`config.mk`:
```
export PLATFORM = sky130hd
export DESIGN_NAME = morse_keyer
export DESIGN_NICKNAME = d
export VERILOG_FILES = /design/src/rtl/morse_keyer.sv
export SDC_FILE = /design/constraint.sdc
export NUM_CORES = 1
export LEC_CHECK = 0
export ABC_AREA = 1
export BUFFER_PORTS_ARGS = -buffer_cell sky130_fd_sc_hd__buf_2
export CORE_MARGIN = 5
export CORE_UTILIZATION = 35
export DETAILED_ROUTE_END_ITERATION = 10
export GPL_TIMING_DRIVEN = 0
export PLACE_DENSITY = 0.47
export SYNTH_ARGS = -nofsm -noshare
export SYNTH_HDL_FRONTEND = slang
export SYNTH_SLANG_ARGS = --single-unit
```
`constraint.sdc`:
```
create_clock -name clk -period 2.2 [get_ports clk]
set_clock_uncertainty 0.05 [all_clocks]
set_input_delay 0.22 -clock clk [delete_from_list [all_inputs] [get_ports clk]]
set_output_delay 0.22 -clock clk [all_outputs]
set_load 0.03 [all_outputs]
```
`src/rtl/morse_keyer.sv`:
```
// Morse keyer: synchronizes and debounces a raw key, classifies each press
// as a dot or a dash, and builds a heap-tree letter index. The index is
// committed after a long enough released gap.
module morse_keyer #(
   parameter int unsigned DEBOUNCE_CYC = 250000,
   parameter int unsigned DOT_MAX_CYC  = 10000000,
   parameter int unsigned GAP_CYC      = 30000000
) (
   input  logic       clk,
   input  logic       rst_n,
   input  logic       key,
   input  logic       clear,
   output logic [5:0] morse_code,
   output logic       code_valid,
   output logic [2:0] sym_count,
   output logic       busy,
   output logic       overflow
);

   localparam int unsigned DbW    = $clog2(DEBOUNCE_CYC + 1);
   localparam int unsigned PressW = $clog2(DOT_MAX_CYC + 1);
   localparam int unsigned GapW   = $clog2(GAP_CYC + 1);

   typedef enum logic [1:0] {StIdle, StPress, StGap, StCommit} state_t;

   logic [1:0]        sync_q;
   logic [DbW-1:0]    db_cnt_q, db_cnt_d;
   logic              key_db_q, key_db_d;
   logic              key_db_prev_q;
   logic              rise, fall, is_dot;

   state_t            state_q, state_d;
   logic [5:0]        acc_q, acc_d;
   logic [2:0]        sym_q, sym_d;
   logic              err_q, err_d;
   logic [PressW-1:0] press_q, press_d;
   logic [GapW-1:0]   gap_q, gap_d;
   logic              pend_q, pend_d;
   logic [5:0]        code_q, code_d;
   logic              valid_q, valid_d;
   logic              ovf_q, ovf_d;

   // Input synchronizer, debounced level and its one-cycle-delayed copy
   always_ff @(posedge clk or negedge rst_n) begin
      if (!rst_n) begin
         sync_q        <= '0;
         db_cnt_q      <= '0;
         key_db_q      <= 1'b0;
         key_db_prev_q <= 1'b0;
      end else begin
         sync_q        <= {sync_q[0], key};
         db_cnt_q      <= db_cnt_d;
         key_db_q      <= key_db_d;
         key_db_prev_q <= key_db_q;
      end
   end

   // Debouncer: accept a new level after DEBOUNCE_CYC consecutive differing cycles
   always_comb begin
      db_cnt_d = '0;
      key_db_d = key_db_q;
      if (sync_q[1] != key_db_q) begin
         if (db_cnt_q == DbW'(DEBOUNCE_CYC - 1)) begin
            key_db_d = sync_q[1];
         end else begin
            db_cnt_d = db_cnt_q + 1'b1;
         end
      end
   end

   assign rise   = key_db_q & ~key_db_prev_q;
   assign fall   = ~key_db_q & key_db_prev_q;
   assign is_dot = press_q < PressW'(DOT_MAX_CYC);

   // FSM state register
   always_ff @(posedge clk or negedge rst_n) begin
      if (!rst_n) begin
         state_q <= StIdle;
      end else begin
         state_q <= state_d;
      end
   end

   // Next-state and datapath update; clear overrides everything
   always_comb begin
      state_d = state_q;
      acc_d   = acc_q;
      sym_d   = sym_q;
      err_d   = err_q;
      press_d = press_q;
      gap_d   = gap_q;
      pend_d  = pend_q;
      code_d  = code_q;
      valid_d = 1'b0;
      ovf_d   = ovf_q;
      if (clear) begin
         state_d = StIdle;
         acc_d   = '0;
         sym_d   = '0;
         err_d   = 1'b0;
         press_d = '0;
         gap_d   = '0;
         pend_d  = 1'b0;
      end else begin
         unique case (state_q)
            StIdle: begin
               // pend_q carries a rising edge that arrived while committing
               if (rise || pend_q) begin
                  state_d = StPress;
                  press_d = '0;
                  pend_d  = 1'b0;
               end
            end
            StPress: begin
               if (press_q != PressW'(DOT_MAX_CYC)) begin
                  press_d = press_q + 1'b1;
               end
               if (fall) begin
                  state_d = StGap;
                  gap_d   = '0;
                  if (sym_q == 3'd5) begin
                     err_d = 1'b1;
                  end else begin
                     sym_d = sym_q + 3'd1;
                     acc_d = {acc_q[4:0], 1'b0} + (is_dot ? 6'd1 : 6'd2);
                  end
               end
            end
            StGap: begin
               if (gap_q == GapW'(GAP_CYC - 1)) begin
                  state_d = StCommit;
                  if (rise) begin
                     pend_d = 1'b1;
                  end
               end else if (rise) begin
                  state_d = StPress;
                  press_d = '0;
               end else begin
                  gap_d = gap_q + 1'b1;
               end
            end
            StCommit: begin
               code_d  = err_q ? 6'd0 : acc_q;
               valid_d = 1'b1;
               if (err_q) begin
                  ovf_d = 1'b1;
               end
               acc_d   = '0;
               sym_d   = '0;
               err_d   = 1'b0;
               state_d = StIdle;
               if (rise) begin
                  pend_d = 1'b1;
               end
            end
            default: state_d = StIdle;
         endcase
      end
   end

   // Datapath registers
   always_ff @(posedge clk or negedge rst_n) begin
      if (!rst_n) begin
         acc_q   <= '0;
         sym_q   <= '0;
         err_q   <= 1'b0;
         press_q <= '0;
         gap_q   <= '0;
         pend_q  <= 1'b0;
         code_q  <= '0;
         valid_q <= 1'b0;
         ovf_q   <= 1'b0;
      end else begin
         acc_q   <= acc_d;
         sym_q   <= sym_d;
         err_q   <= err_d;
         press_q <= press_d;
         gap_q   <= gap_d;
         pend_q  <= pend_d;
         code_q  <= code_d;
         valid_q <= valid_d;
         ovf_q   <= ovf_d;
      end
   end

   assign morse_code = code_q;
   assign code_valid = valid_q;
   assign sym_count  = sym_q;
   assign busy       = (state_q != StIdle);
   assign overflow   = ovf_q;

endmodule

```
Word level (Yosys, flattened, before mapping)
Index checks and enable logic that the tools add are counted.
Widths: inputs -> output; s select.

storage, ports and cells
  flip-flop bits (word level) = 92
  bits in latches = 0
  memory bits (writable) = 0
  bits in read-only memories = 0
  bits of input ports = 4
  output and inout port bits = 12
  logic and storage cells = 99
  memories kept = 0

operators by class
  $add $sub $neg = 5
  multiply operators = 0
  divide/modulo/power cells = 0
  order comparisons = 1
  eq/ne operators = 18
  shift operators = 0
  multiplexer cells = 40
  bitwise logic cells = 5
  reduce and logical (&&, ||, !) cells = 16

operators by type and width
  operator               number
  $mux 24                5
  $mux 25                4
  $pmux 24 s3            1
  $pmux 25 s2            1
  $mux 18                2
  $ne 3x3->1 const B     9
  $add 25x1->25 const B  1
  $eq 25x25->1 const B   1
  $add 24x1->24 const B  1
  $lt 24x24->1 const B   1
  $mux 6                 4
  $ne 24x24->1 const B   1
  $add 18x1->18 const B  1
  $eq 18x18->1 const B   1
  $reduce_and 3->1       5
  $mux 2                 6
  $pmux 6 s2             1
  $mux 1                 9
  $mux 3                 3
  $pmux 2 s4             1
  $reduce_bool 4->1      2
  $add 6x2->6            1
  $pmux 3 s2             1
  $reduce_bool 3->1      2
  16 further kinds       21

Longest topological paths before layout
Gate-level depths: netlist of the first run.

  depth after elaboration = 7
  depth in mapped cells = 14
  gate-level depth less buffers = 13

Least setup slack after synthesis of the first run
No wires, ideal clock.

  path kind = register to register
  start = register press_q[18]
  end = register acc_q[5]
  data arrival time = 1649 ps
  data required time = 2033 ps
  slack = 385 ps
  stages on the path, launching flop included = 15
  cells stage by stage = dfrtp_1 -> buf_2 -> inv_1 -> nand2_1 -> nor2_1 -> nand2_1 -> nor2_1 -> nand2_1 -> nand2_1 -> ha_1 -> ha_1 -> nand3_1 -> xor2_1 -> nand2_1 -> nand2_1

between the ends
  longest elaborated chain between the ends = 7

RTL lines
  element                 RTL line  source
  start, declared         36        logic [PressW-1:0] press_q, press_d;
  start signal, assigned  177       press_q <= press_d;
  $lt 24x24->1            73        assign is_dot = press_q < PressW'(DOT_MAX_CYC);
  $mux 2                  125       acc_d = {acc_q[4:0], 1'b0} + (is_dot ? 6'd1 : 6'd2);
  $add 6x2->6             125
  $mux 6                  121       if (sym_q == 3'd5) begin
  $mux 6                  118       if (fall) begin
  $pmux 6 s2              105       unique case (state_q)
  $mux 6                  96        if (clear) begin
  end signal, assigned    164       acc_q <= '0;
  end signal, assigned    174       acc_q <= acc_d;
  end, declared           33        logic [5:0] acc_q, acc_d;

Every way passes these cells. The select of a mux whose other input is x is not followed.
A chain may end at the register's enable or synchronous reset.

Final worst setup path of the first run
Same ends and word-level chain as after synthesis.

==> results of run 1 <==
state kept, by name, summed over array words and instances (netlist names):
signal         cells
morse_code         6
state_q            2
db_cnt_q          18
sync_q             2
gap_q             25
overflow           1
err_q              1
press_q           24
acc_q              6
key_db_q           1
code_valid         1
pend_q             1
sym_count          3
key_db_prev_q      1
stage by stage:
stage | setup TNS [ns] | setup slack, ns | hold slack [ns]
5_1_grt | -0.001842 | -0.001842 | 0.1086
6_report | 0 | 0.1293 | 0.1045
3_5_place_dp | 0 | 0.02377 | 0.2279
4_1_cts | 0 | 0.01489 | 0.09548
3_3_place_gp | -21.42 | -0.2405 | 0.2826
2_1_floorplan | 0 | 0.3848 | -0.1256
area by class of cell:
cell class	instances	area, µm²
fill	1596	9032
multi-input combinational	580	2780
sequential	92	2305
inverter	96	360.3
tap	211	264.0
clock buffer	11	242.7
timing repair buffer	19	132.6
buffer	15	91.34
clock inverter	4	50.05
worst max path at each step:
stage / startpoint / to / slack (ns) / depth (start not counted)
3_3_place_gp: rst_n / morse_code[4] / -0.24 / 1
6_report: press_q[18] / acc_q[5] / 0.13 / 14
2_1_floorplan: press_q[18] / acc_q[5] / 0.38 / 14
4_1_cts: press_q[17] / acc_q[5] / 0.01 / 12
5_1_grt: press_q[13] / acc_q[5] / -0.002 / 13
3_5_place_dp: press_q[17] / acc_q[5] / 0.02 / 13
report_power, final:
group | internal [µW] | leakage (µW) | switching [µW]
Clock | 905 | 0.000138 | 693
Sequential | 1840 | 0.00126 | 128
Combinational | 367 | 0.00140 | 994
Total | 3110 | 0.00280 | 1810
per-layer routing:
| metal | vias to the layer above | routed length [µm] |
|---|---|---|
| li1 | 2576 | - |
| met1 | 2390 | 7247 |
| met2 | 94 | 6266 |
| met3 | 19 | 725 |
| met4 | 0 | 256 |
| met5 | - | 0 |
kinds of logic (layout without fill, tap and decap cells):
kind of cell / Yosys count / count (layout) / synth area share [%]
XOR/XNOR: 18 / 18 / 2.876
AO/OA/AOI/OAI: 84 / 84 / 8.674
AND/OR/NAND/NOR: 470 / 470 / 36.57
flip-flops: 92 / 92 / 42.00
adder cells (fa/ha/maj): 8 / 8 / 1.826
buffers and inverters: 111 / 145 / 8.057
worst register-to-register path: stages (launching register included):
cell                      delay (ns)
sky130_fd_sc_hd__dfrtp_1        0.36
sky130_fd_sc_hd__buf_2          0.16
sky130_fd_sc_hd__inv_1          0.08
sky130_fd_sc_hd__nand2_1        0.05
sky130_fd_sc_hd__nor2_1         0.10
sky130_fd_sc_hd__nand2_1        0.10
sky130_fd_sc_hd__nor2_2         0.15
sky130_fd_sc_hd__nand2_1        0.11
sky130_fd_sc_hd__nand2_1        0.08
sky130_fd_sc_hd__ha_1           0.17
sky130_fd_sc_hd__ha_1           0.18
sky130_fd_sc_hd__nand3_1        0.10
sky130_fd_sc_hd__xor2_1         0.15
sky130_fd_sc_hd__nand2_1        0.08
sky130_fd_sc_hd__nand2_1        0.05
timing repair:
action / CTS / global route
resized for setup: 0 / 17
endpoints found under the hold margin: 42 / 0
setup buffers: 0 / 1
hold buffers: 2 / 0
setup endpoints to repair: 0 / 42
cell usage in the layout (no fill, tap or decap), types with 3 or more instances in the layout:
master                      netlist  final
sky130_fd_sc_hd__o21bai_1         7      7
sky130_fd_sc_hd__buf_4            2      4
sky130_fd_sc_hd__ha_1             8      8
sky130_fd_sc_hd__dfrtp_1         92     90
sky130_fd_sc_hd__o21ai_1         28     29
sky130_fd_sc_hd__inv_1           87     87
sky130_fd_sc_hd__o31ai_1          5      5
sky130_fd_sc_hd__clkbuf_4         0      4
sky130_fd_sc_hd__nor3_2           2      3
sky130_fd_sc_hd__or2_2            5      5
sky130_fd_sc_hd__nand2_1        247    246
sky130_fd_sc_hd__nor3_1          21     19
sky130_fd_sc_hd__nand3_1         50     49
sky130_fd_sc_hd__a21oi_1         11     10
sky130_fd_sc_hd__buf_2            8     18
sky130_fd_sc_hd__clkbuf_16        0      9
sky130_fd_sc_hd__nor2_1          99     97
sky130_fd_sc_hd__clkbuf_1         4      5
sky130_fd_sc_hd__nand4_1         35     35
sky130_fd_sc_hd__nor2_2           3      4
sky130_fd_sc_hd__inv_2            9      9
sky130_fd_sc_hd__xor2_1          16     16
sky130_fd_sc_hd__o21ai_0         25     24
==> reports/qor.json, run 1 <==
{
  "cp_data_required_time_ns": 2.39,
  "placed_cell_area_mm2": 0.005851,
  "clockRootBuffer": "sky130_fd_sc_hd__clkbuf_16",
  "count_of_standard_cell_rows": 45,
  "setup.reg_to_reg.worst_slack_ns": 0.13,
  "gr-usage-all-layers_pct": 16.68,
  "residual_antenna_violating_net_count_after_detailed_routing": 0,
  "status": "finished clean",
  "yosysWarnings": 0,
  "fp.dieArea_mm2": 0.01826,
  "worst_hold_path_type": "in2reg",
  "synth_area_leaders": "sky130_fd_sc_hd__dfrtp_1 42%, sky130_fd_sc_hd__nand2_1 17%, sky130_fd_sc_hd__nor2_1 6.8%",
  "numCtsBuffers": 9,
  "hold_end": "code_valid",
  "htreeDepth": 3,
  "maximum_number_of_pins_on_one_net_before_global_route_repair": 52,
  "global_route.overflow_total": 0,
  "grt_pass1_wl_mm": 24.47,
  "syn-cell-area_mm2": 0.005482,
  "dpl.cell_count": 1010,
  "cellLeakagePower_uw": 0.002798,
  "max-vdd-ir-drop_mv": 0.6053,
  "fraction_of_registers_with_async_set_or_reset_after_synthesis_pct": 100.0,
  "post-layout-total-power_uw": 4928,
  "finalSetupViolations": 0,
  "synth_area_leader_cell": "sky130_fd_sc_hd__dfrtp_1",
  "clkLatencyLatePin_ns": 0.35,
  "synth_ff_type": "sky130_fd_sc_hd__dfrtp_1",
  "use_met1_pct": 24.36,
  "die_height_um": 135.1,
  "critical_path.slowest_cell": "sky130_fd_sc_hd__dfrtp_1",
  "critical-path-top-delay-family": "simple AND/OR/NAND/NOR gates",
  "cts_max_path_buffers": 2,
  "critical-path-max-stage-delay_ns": 0.36,
  "drv.max_cap_violation_count": 0,
  "critical_path.cell_chain": "buf_2 -> inv_1 -> nand2_1 -> nor2_1 -> nand2_1 -> nor2_2 -> nand2_1 -> nand2_1 -> ha_1 -> ha_1 -> nand3_1 -> xor2_1 -> nand2_1 -> nand2_1",
  "number_of_distinct_library_cells_after_synthesis": 36,
  "io_count": 16,
  "critical_path_class": "reg2reg",
  "place_hpwl_mm": 10.52,
  "hold_path_startpoint": "clear",
  "timing.final.hold_violations": 0,
  "slew_headroom_pct": 58.57,
  "synth_fp_nets": 795,
  "synth_enable_flop_cells": 0,
  "die-width_um": 135.1,
  "cp_data_arrival_time_ns": 2.27,
  "whs_path_depth": 2,
  "port_buffers": 15,
  "insertedDiodeCount": 0,
  "endpoint_kind": "flop",
  "drc": 0,
  "clk_sinks": 92,
  "fin_crit_ns": 2.071,
  "core-area_mm2": 0.01526,
  "post_route_cells_drive_above_1_share_pct": 9.180,
  "number_of_antenna_violations_at_the_first_check_in_global_routing": 0,
  "post_synthesis_cells": 783,
  "grt_util_met2_pct": 24.92,
  "route.final.wire_length_mm": 14.50,
  "finalNonFillerCells": 1028,
  "post_synth.cell_area_avg_um2": 7.001,
  "yosysSeqAreaShare_pct": 42.00,
  "fmaxAchievable_mhz": 482.9,
  "finalInstanceArea_mm2": 0.006226,
  "clkTransAtPathRegs_ns": 0.07,
  "worst-r2r-cell-count": 14,
  "area_growth_pct": 13.58,
  "final_min_period_over_clock_period_pct": 94.12,
  "synth_top_cells_by_count": "247 x sky130_fd_sc_hd__nand2_1, 99 x sky130_fd_sc_hd__nor2_1, 92 x sky130_fd_sc_hd__dfrtp_1",
  "finalCoreUtilization_pct": 40.80,
  "detail_route.wl_per_cell_um": 14.10,
  "nets": 825,
  "detail_route.first_pass.iterations": 5,
  "timing_worst_slew_pin_value_ns": 0.6214,
  "yosys.cell_count.top_type": "sky130_fd_sc_hd__nand2_1",
  "groute.layer.met3.usage_pct": 2.675,
  "detail_route.vias_per_cell": 4.941,
  "regToRegEndpoint": "acc_q[5]",
  "critical_path_buf_inv_count": 2,
  "post_synthesis_sequential_element_count": 92,
  "drt_iter0_drc": 345,
  "path_common_cell": "sky130_fd_sc_hd__nand2_1",
  "timing.rr.start": "press_q[18]",
  "maxSlewViolCount": 0,
  "gpl.final_weighted_congestion": 0.9075,
  "yosysTopAreaCellShare_pct": 42.00,
  "crit_path_max_fanout": 8,
  "start_kind": "flop",
  "initial_utilization_pct": 35.92,
  "busiest_metal_layer_after_global_routing": "met2",
  "clock_tree_from_tritoncts": "built",
  "detailroute.via_count": 5079,
  "pwr_cell_area_mw_per_mm2": 791.6,
  "grt_pass1_vias": 4887
}
Power figures use the tool's default switching activity.
==> inputs of run 2 (changes only) <==
--- a/config.mk
+++ b/config.mk
@@ -8,10 +8,11 @@
 export ABC_AREA = 1
 export BUFFER_PORTS_ARGS = -buffer_cell sky130_fd_sc_hd__buf_2
 export CORE_MARGIN = 5
-export CORE_UTILIZATION = 35
+export CORE_UTILIZATION = 55
 export DETAILED_ROUTE_END_ITERATION = 10
 export GPL_TIMING_DRIVEN = 0
-export PLACE_DENSITY = 0.47
+export PLACE_DENSITY = 0.69
+export SLEW_MARGIN = 15
 export SYNTH_ARGS = -nofsm -noshare
 export SYNTH_HDL_FRONTEND = slang
 export SYNTH_SLANG_ARGS = --single-unit
==> reports/qor.json, run 2 (synthesis results as in run 1) <==
{
  "power.share.sequential_pct": 42.8,
  "count_of_standard_cell_rows": 36,
  "grt_pass1_vias": 4823,
  "grt_pass1_wl_mm": 22.58,
  "pre_cts_slack_ns": 0.03875,
  "area_growth_pct": 11.05,
  "pwr_cell_area_mw_per_mm2": 759.1,
  "path_common_cell": "sky130_fd_sc_hd__nand2_1",
  "gr-usage-all-layers_pct": 23.72,
  "endpoint_kind": "flop",
  "maximum_number_of_pins_on_one_net_before_global_route_repair": 50,
  "drt_iter0_drc": 342,
  "final_min_period_over_clock_period_pct": 93.12,
  "reg.largest.list": "gap_q (25), press_q (24), db_cnt_q (18)",
  "insertedDiodeCount": 0,
  "netSwitchingPower_uw": 1759,
  "clkTransAtPathRegs_ns": 0.10,
  "worst_hold_path_type": "in2reg",
  "timing_worst_slew_pin_value_ns": 0.6072,
  "critical_path_class": "reg2reg",
  "core-area_mm2": 0.009729,
  "internal-power_uw": 2861,
  "residual_antenna_violating_net_count_after_detailed_routing": 0,
  "drv.max_cap_violation_count": 0,
  "critical_path.slowest_cell": "sky130_fd_sc_hd__dfrtp_1",
  "slew_headroom_pct": 59.52,
  "finalSetupViolations": 0,
  "largest_register_ffs": 25,
  "clockRootBuffer": "sky130_fd_sc_hd__clkbuf_8",
  "p_clk_share_pct": 28.4,
  "nets": 827,
  "numCtsBuffers": 9,
  "cp_data_arrival_time_ns": 2.27,
  "maxSlewViolCount": 0,
  "whs_ns": 0.06823,
  "crit_path_max_fanout": 6,
  "registers.top_by_ff_count": "gap_q",
  "timing.final.hold_violations": 0,
  "die_height_um": 109.8,
  "global_route.overflow_total": 0,
  "cp_data_required_time_ns": 2.42,
  "io_count": 16,
  "fp.dieArea_mm2": 0.01206,
  "drc": 0,
  "gpl.final_weighted_congestion": 0.9737,
  "port_buffers": 15,
  "status": "finished clean",
  "comb_power_share_pct": 28.8,
  "post_route_cells_drive_above_1_share_pct": 9.634,
  "sw_frac_of_total_pct": 38.07,
  "fmaxAchievable_mhz": 488.1,
  "mostFrequentLayoutCells": "246 x sky130_fd_sc_hd__nand2_1, 97 x sky130_fd_sc_hd__nor2_1, 91 x sky130_fd_sc_hd__dfrtp_1, 87 x sky130_fd_sc_hd__inv_1, 49 x sky130_fd_sc_hd__nand3_1",
  "detailroute.via_count": 5105,
  "detail_route.vias_per_cell": 5.357,
  "number_of_antenna_violations_at_the_first_check_in_global_routing": 0,
  "critical_path.cell_chain": "nor3_1 -> nand2_2 -> nor2_2 -> nand2_1 -> nand2_1 -> ha_4 -> ha_4 -> nand3_1 -> xor2_1 -> nand2_1 -> nand2_1",
  "clk_sinks": 92,
  "cts_max_path_buffers": 2,
  "die-width_um": 109.8,
  "detail_route.first_pass.iterations": 5,
  "route.final.wire_length_mm": 13.30,
  "most_common_cell_after_layout_fill_and_taps_aside": "sky130_fd_sc_hd__nand2_1",
  "fin_crit_ns": 2.049,
  "max-vdd-ir-drop_mv": 0.8102,
  "detail_route.wl_per_cell_um": 13.96,
  "clock_tree_from_tritoncts": "built",
  "htreeDepth": 3,
  "place_hpwl_mm": 9.776,
  "start_kind": "flop",
  "critical-path-max-stage-delay_ns": 0.45,
  "finalWorstSetupSlack_ns": 0.1513,
  "clkLatencyLatePin_ns": 0.37,
  "cellLeakagePower_uw": 0.002776,
  "initial_utilization_pct": 56.34
}
[run 2: cell count changes in the layout (fill, tap and decap cells not counted), sizes merged]
cell,change
clkbuf,-4
clkinv,+1
clkinvlp,-2
inv,+3
buf,+4
bufinv,+1
[run 2: what timing repair did]
item,4_1_cts,5_1_grt
hold endpoints to repair,44,0
resized for setup,0,16
setup endpoints to repair,0,41
buffers inserted,0,3
hold buffers,2,0
[run 2: layout make-up]
| type | instances | area, µm² |
|---|---|---|
| Fill cell | 914 | 3642 |
| Multi-Input combinational cell | 580 | 2795 |
| Sequential cell | 92 | 2303 |
| Inverter | 96 | 360.3 |
| Tap cell | 133 | 166.4 |
| Timing Repair Buffer | 21 | 147.6 |
| Clock buffer | 9 | 123.9 |
| Clock inverter | 7 | 103.9 |
| Buffer | 15 | 86.33 |
[run 2: per-layer routing]
| metal | wire length, µm | global-route usage, % | vias up |
|---|---|---|---|
| met3 | 762 | 4.580 | 11 |
| met5 | 0 | 0 | - |
| li1 | - | - | 2586 |
| met4 | 125 | 6.411 | 0 |
| met1 | 6325 | 33.56 | 2379 |
| met2 | 6091 | 37.26 | 129 |
[run 2: per-stage QoR]
step / std cells / area, µm² / setup TNS (ns) / power [µW] / utilization (%)
after floorplan: 783 / 5482 / 0 / 2880 / -
after global placement: 931 / 5723 / -4.381 / 3273 / 58.82
after detailed placement: 932 / 5753 / 0 / 3308 / 59.13
after CTS: 950 / 6001 / 0 / 4625 / 61.68
after global routing: 953 / 6087 / -0.004652 / 4892 / 62.56
final: 953 / 6087 / 0 / 4621 / 62.56
[run 2: final timing paths]
path	start	endpoint	slack, ns	depth (start not counted)
setup reg to reg	press_q[21]	acc_q[5]	0.15	11
max in group asynchronous	rst_n	db_cnt_q[12]	1.08	3
setup / recovery	press_q[21]	acc_q[5]	0.15	11
hold reg to reg	sync_q[0]	sync_q[1]	0.30	0
hold / removal	clear	code_valid	0.07	2
min in group asynchronous	rst_n	gap_q[15]	0.36	2
[run 2: critical path: cells and delay by family, from the launching register on]
family,cells,cell delay (ns)
DFF,1,0.45
xor gates and xnor gates,1,0.15
and+or+nand+nor,8,1.00
adders and majority gates,2,0.30
[run 2: power by group through the flow]
stage	Sequential, µW	Combinational, µW	Clock, µW
after CTS	1970	1310	1340
after detailed placement	2000	1310	0
after floorplan	2130	749	0
after global routing	2000	1480	1410
after global placement	1990	1280	0
final	1980	1330	1310
==> inputs of run 3 (changes only) <==
--- a/config.mk
+++ b/config.mk
@@ -10,8 +10,9 @@
 export CORE_MARGIN = 5
 export CORE_UTILIZATION = 55
 export DETAILED_ROUTE_END_ITERATION = 10
-export GPL_TIMING_DRIVEN = 0
+export GPL_TIMING_DRIVEN = 1
 export PLACE_DENSITY = 0.69
+export RECOVER_POWER = 25
 export SLEW_MARGIN = 15
 export SYNTH_ARGS = -nofsm -noshare
 export SYNTH_HDL_FRONTEND = slang
==> reports/qor.json, run 3 (synthesis results as in run 1) <==
{
  "critical_path_class": "reg2reg",
  "gpl.final_weighted_congestion": 0.9380,
  "place_hpwl_mm": 9.689,
  "drt_iter0_drc": 377,
  "dpl.cell_count": 937,
  "reg.largest.list": "gap_q (25), press_q (24), db_cnt_q (18)",
  "insertedDiodeCount": 0,
  "cellLeakagePower_uw": 0.002789,
  "global_route.overflow_total": 0,
  "start_kind": "flop",
  "route.final.wire_length_mm": 13.26,
  "grt_pass1_vias": 4907,
  "area_growth_pct": 10.77,
  "largest_register_ffs": 25,
  "drc": 0,
  "io_count": 16,
  "clkTransAtPathRegs_ns": 0.09,
  "registers.top_by_ff_count": "gap_q",
  "timing_worst_slew_pin_value_ns": 1.033,
  "rsz_0062_raised_after_global_routing": "true",
  "nets": 830,
  "maxSlewViolCount": 0,
  "timing.rr.start": "press_q[13]",
  "critical_path_buf_inv_count": 1,
  "die_height_um": 109.8,
  "worst-r2r-cell-count": 13,
  "detail_route.first_pass.iterations": 5,
  "fin_crit_ns": 2.067,
  "most_common_cell_after_layout_fill_and_taps_aside": "sky130_fd_sc_hd__nand2_1",
  "whs_ns": 0.2212,
  "detail_route.vias_per_cell": 5.415,
  "final_min_period_over_clock_period_pct": 93.94,
  "finalNonFillerCells": 955,
  "crit_path_max_fanout": 5,
  "comb_power_share_pct": 29.8,
  "internal-power_uw": 2871,
  "critical-path-top-delay-family": "simple AND/OR/NAND/NOR gates",
  "numCtsBuffers": 9,
  "count_of_standard_cell_rows": 36,
  "netSwitchingPower_uw": 1728,
  "setup.reg_to_reg.worst_slack_ns": 0.13,
  "gr-usage-all-layers_pct": 23.95,
  "slew_headroom_pct": 31.13,
  "cp_data_required_time_ns": 2.42,
  "finalWorstSetupSlack_ns": 0.1334,
  "die-width_um": 109.8,
  "status": "finished clean",
  "crit_start": "press_q[13]",
  "whs_path_depth": 4,
  "timing.final.hold_violations": 0,
  "max-vdd-ir-drop_mv": 0.8425,
  "detail_route.wl_per_cell_um": 13.89,
  "critical-path-max-stage-delay_ns": 0.45,
  "drv.max_cap_violation_count": 0,
  "residual_antenna_violating_net_count_after_detailed_routing": 0,
  "detailroute.via_count": 5171,
  "critical_path.slowest_cell": "sky130_fd_sc_hd__dfrtp_1",
  "htreeDepth": 3,
  "fp.dieArea_mm2": 0.01206,
  "finalSetupViolations": 0,
  "cts_max_path_buffers": 2,
  "clock_tree_from_tritoncts": "built",
  "mostFrequentLayoutCells": "246 x sky130_fd_sc_hd__nand2_1, 95 x sky130_fd_sc_hd__nor2_1, 92 x sky130_fd_sc_hd__dfrtp_1, 87 x sky130_fd_sc_hd__inv_1, 50 x sky130_fd_sc_hd__nand3_1",
  "cp_data_arrival_time_ns": 2.29,
  "post_route_cells_drive_above_1_share_pct": 9.976,
  "core-area_mm2": 0.009729,
  "pre_cts_slack_ns": 0.07960,
  "clk_sinks": 92,
  "worst_hold_path_type": "in2reg",
  "critical_path.cell_chain": "inv_1 -> nand2_1 -> nor3_2 -> o21ai_0 -> a21oi_1 -> nor2_2 -> nand2_1 -> ha_1 -> ha_1 -> nand3_1 -> xor2_1 -> nand2_1 -> nand2_1",
  "maximum_number_of_pins_on_one_net_before_global_route_repair": 43,
  "path_common_cell": "sky130_fd_sc_hd__nand2_1",
  "clkLatencyLatePin_ns": 0.38,
  "hold_path_startpoint": "clear",
  "finalSetupTns_ns": 0,
  "number_of_antenna_violations_at_the_first_check_in_global_routing": 0,
  "post-layout-total-power_uw": 4599,
  "fmaxAchievable_mhz": 483.9,
  "pwr_cell_area_mw_per_mm2": 757.5,
  "initial_utilization_pct": 56.34,
  "p_clk_share_pct": 27.5,
  "power.share.sequential_pct": 42.7,
  "grt_pass1_wl_mm": 22.83,
  "clockRootBuffer": "sky130_fd_sc_hd__clkbuf_8",
  "regToRegEndpoint": "acc_q[5]",
  "endpoint_kind": "flop",
  "sw_frac_of_total_pct": 37.58,
  "port_buffers": 15,
  "hold_end": "press_q[1]"
}
run 3: what timing repair did:
| action | 4_1_cts | 5_1_grt |
|---|---|---|
| hold buffers | 2 | 0 |
| buffers inserted | 0 | 1 |
| resized for setup | 0 | 7 |
| endpoints found under the hold margin | 26 | 0 |
| setup endpoints to repair | 0 | 17 |
run 3: tightest hold or removal path, cell delays in order:
cell,delay (ns)
sky130_fd_sc_hd__buf_2,0.16
sky130_fd_sc_hd__nor2_2,0.10
sky130_fd_sc_hd__nand2_1,0.06
sky130_fd_sc_hd__o21ai_1,0.06
run 3: metrics by stage:
stage | util, % | instance area [µm²]
2_1_floorplan | - | 5482
3_3_place_gp | 59.89 | 5827
3_5_place_dp | 59.89 | 5827
4_1_cts | 62.29 | 6061
5_1_grt | 62.41 | 6072
6_report | 62.41 | 6072
run 3: power by group through the flow:
stage | clock network (µW) | registers (µW) | logic (µW)
after global routing | 1340 | 1990 | 1510
after global placement | 0 | 1980 | 1330
after CTS | 1280 | 1960 | 1370
after detailed placement | 0 | 2000 | 1360
final | 1270 | 1960 | 1370
after floorplan | 0 | 2130 | 749
run 3: cell type report:
| type | count | area (µm²) |
|---|---|---|
| clock buffers | 9 | 123.9 |
| clock inverters | 6 | 90.09 |
| fillers | 919 | 3657 |
| inverters | 96 | 360.3 |
| multi-input cells | 580 | 2760 |
| flip-flops and latches | 92 | 2302 |
| well taps | 133 | 166.4 |
| repair buffers | 39 | 269.0 |
run 3: per-layer routing:
layer  track usage [%]  share of wire (%)  vias up
met5                 0                  0        -
met4             8.549                1.7        0
met3             2.760                5.0       19
met2             37.52                 45      132
met1             34.30                 48     2431
li1                  -                  -     2589
run 3: worst max-delay path by stage:
| stage | to | cells past startpoint |
|---|---|---|
| 2_1_floorplan | acc_q[5] | 14 |
| 3_3_place_gp | acc_q[5] | 11 |
| 3_5_place_dp | acc_q[5] | 11 |
| 4_1_cts | acc_q[5] | 11 |
| 5_1_grt | acc_q[5] | 13 |
| 6_report | acc_q[5] | 13 |
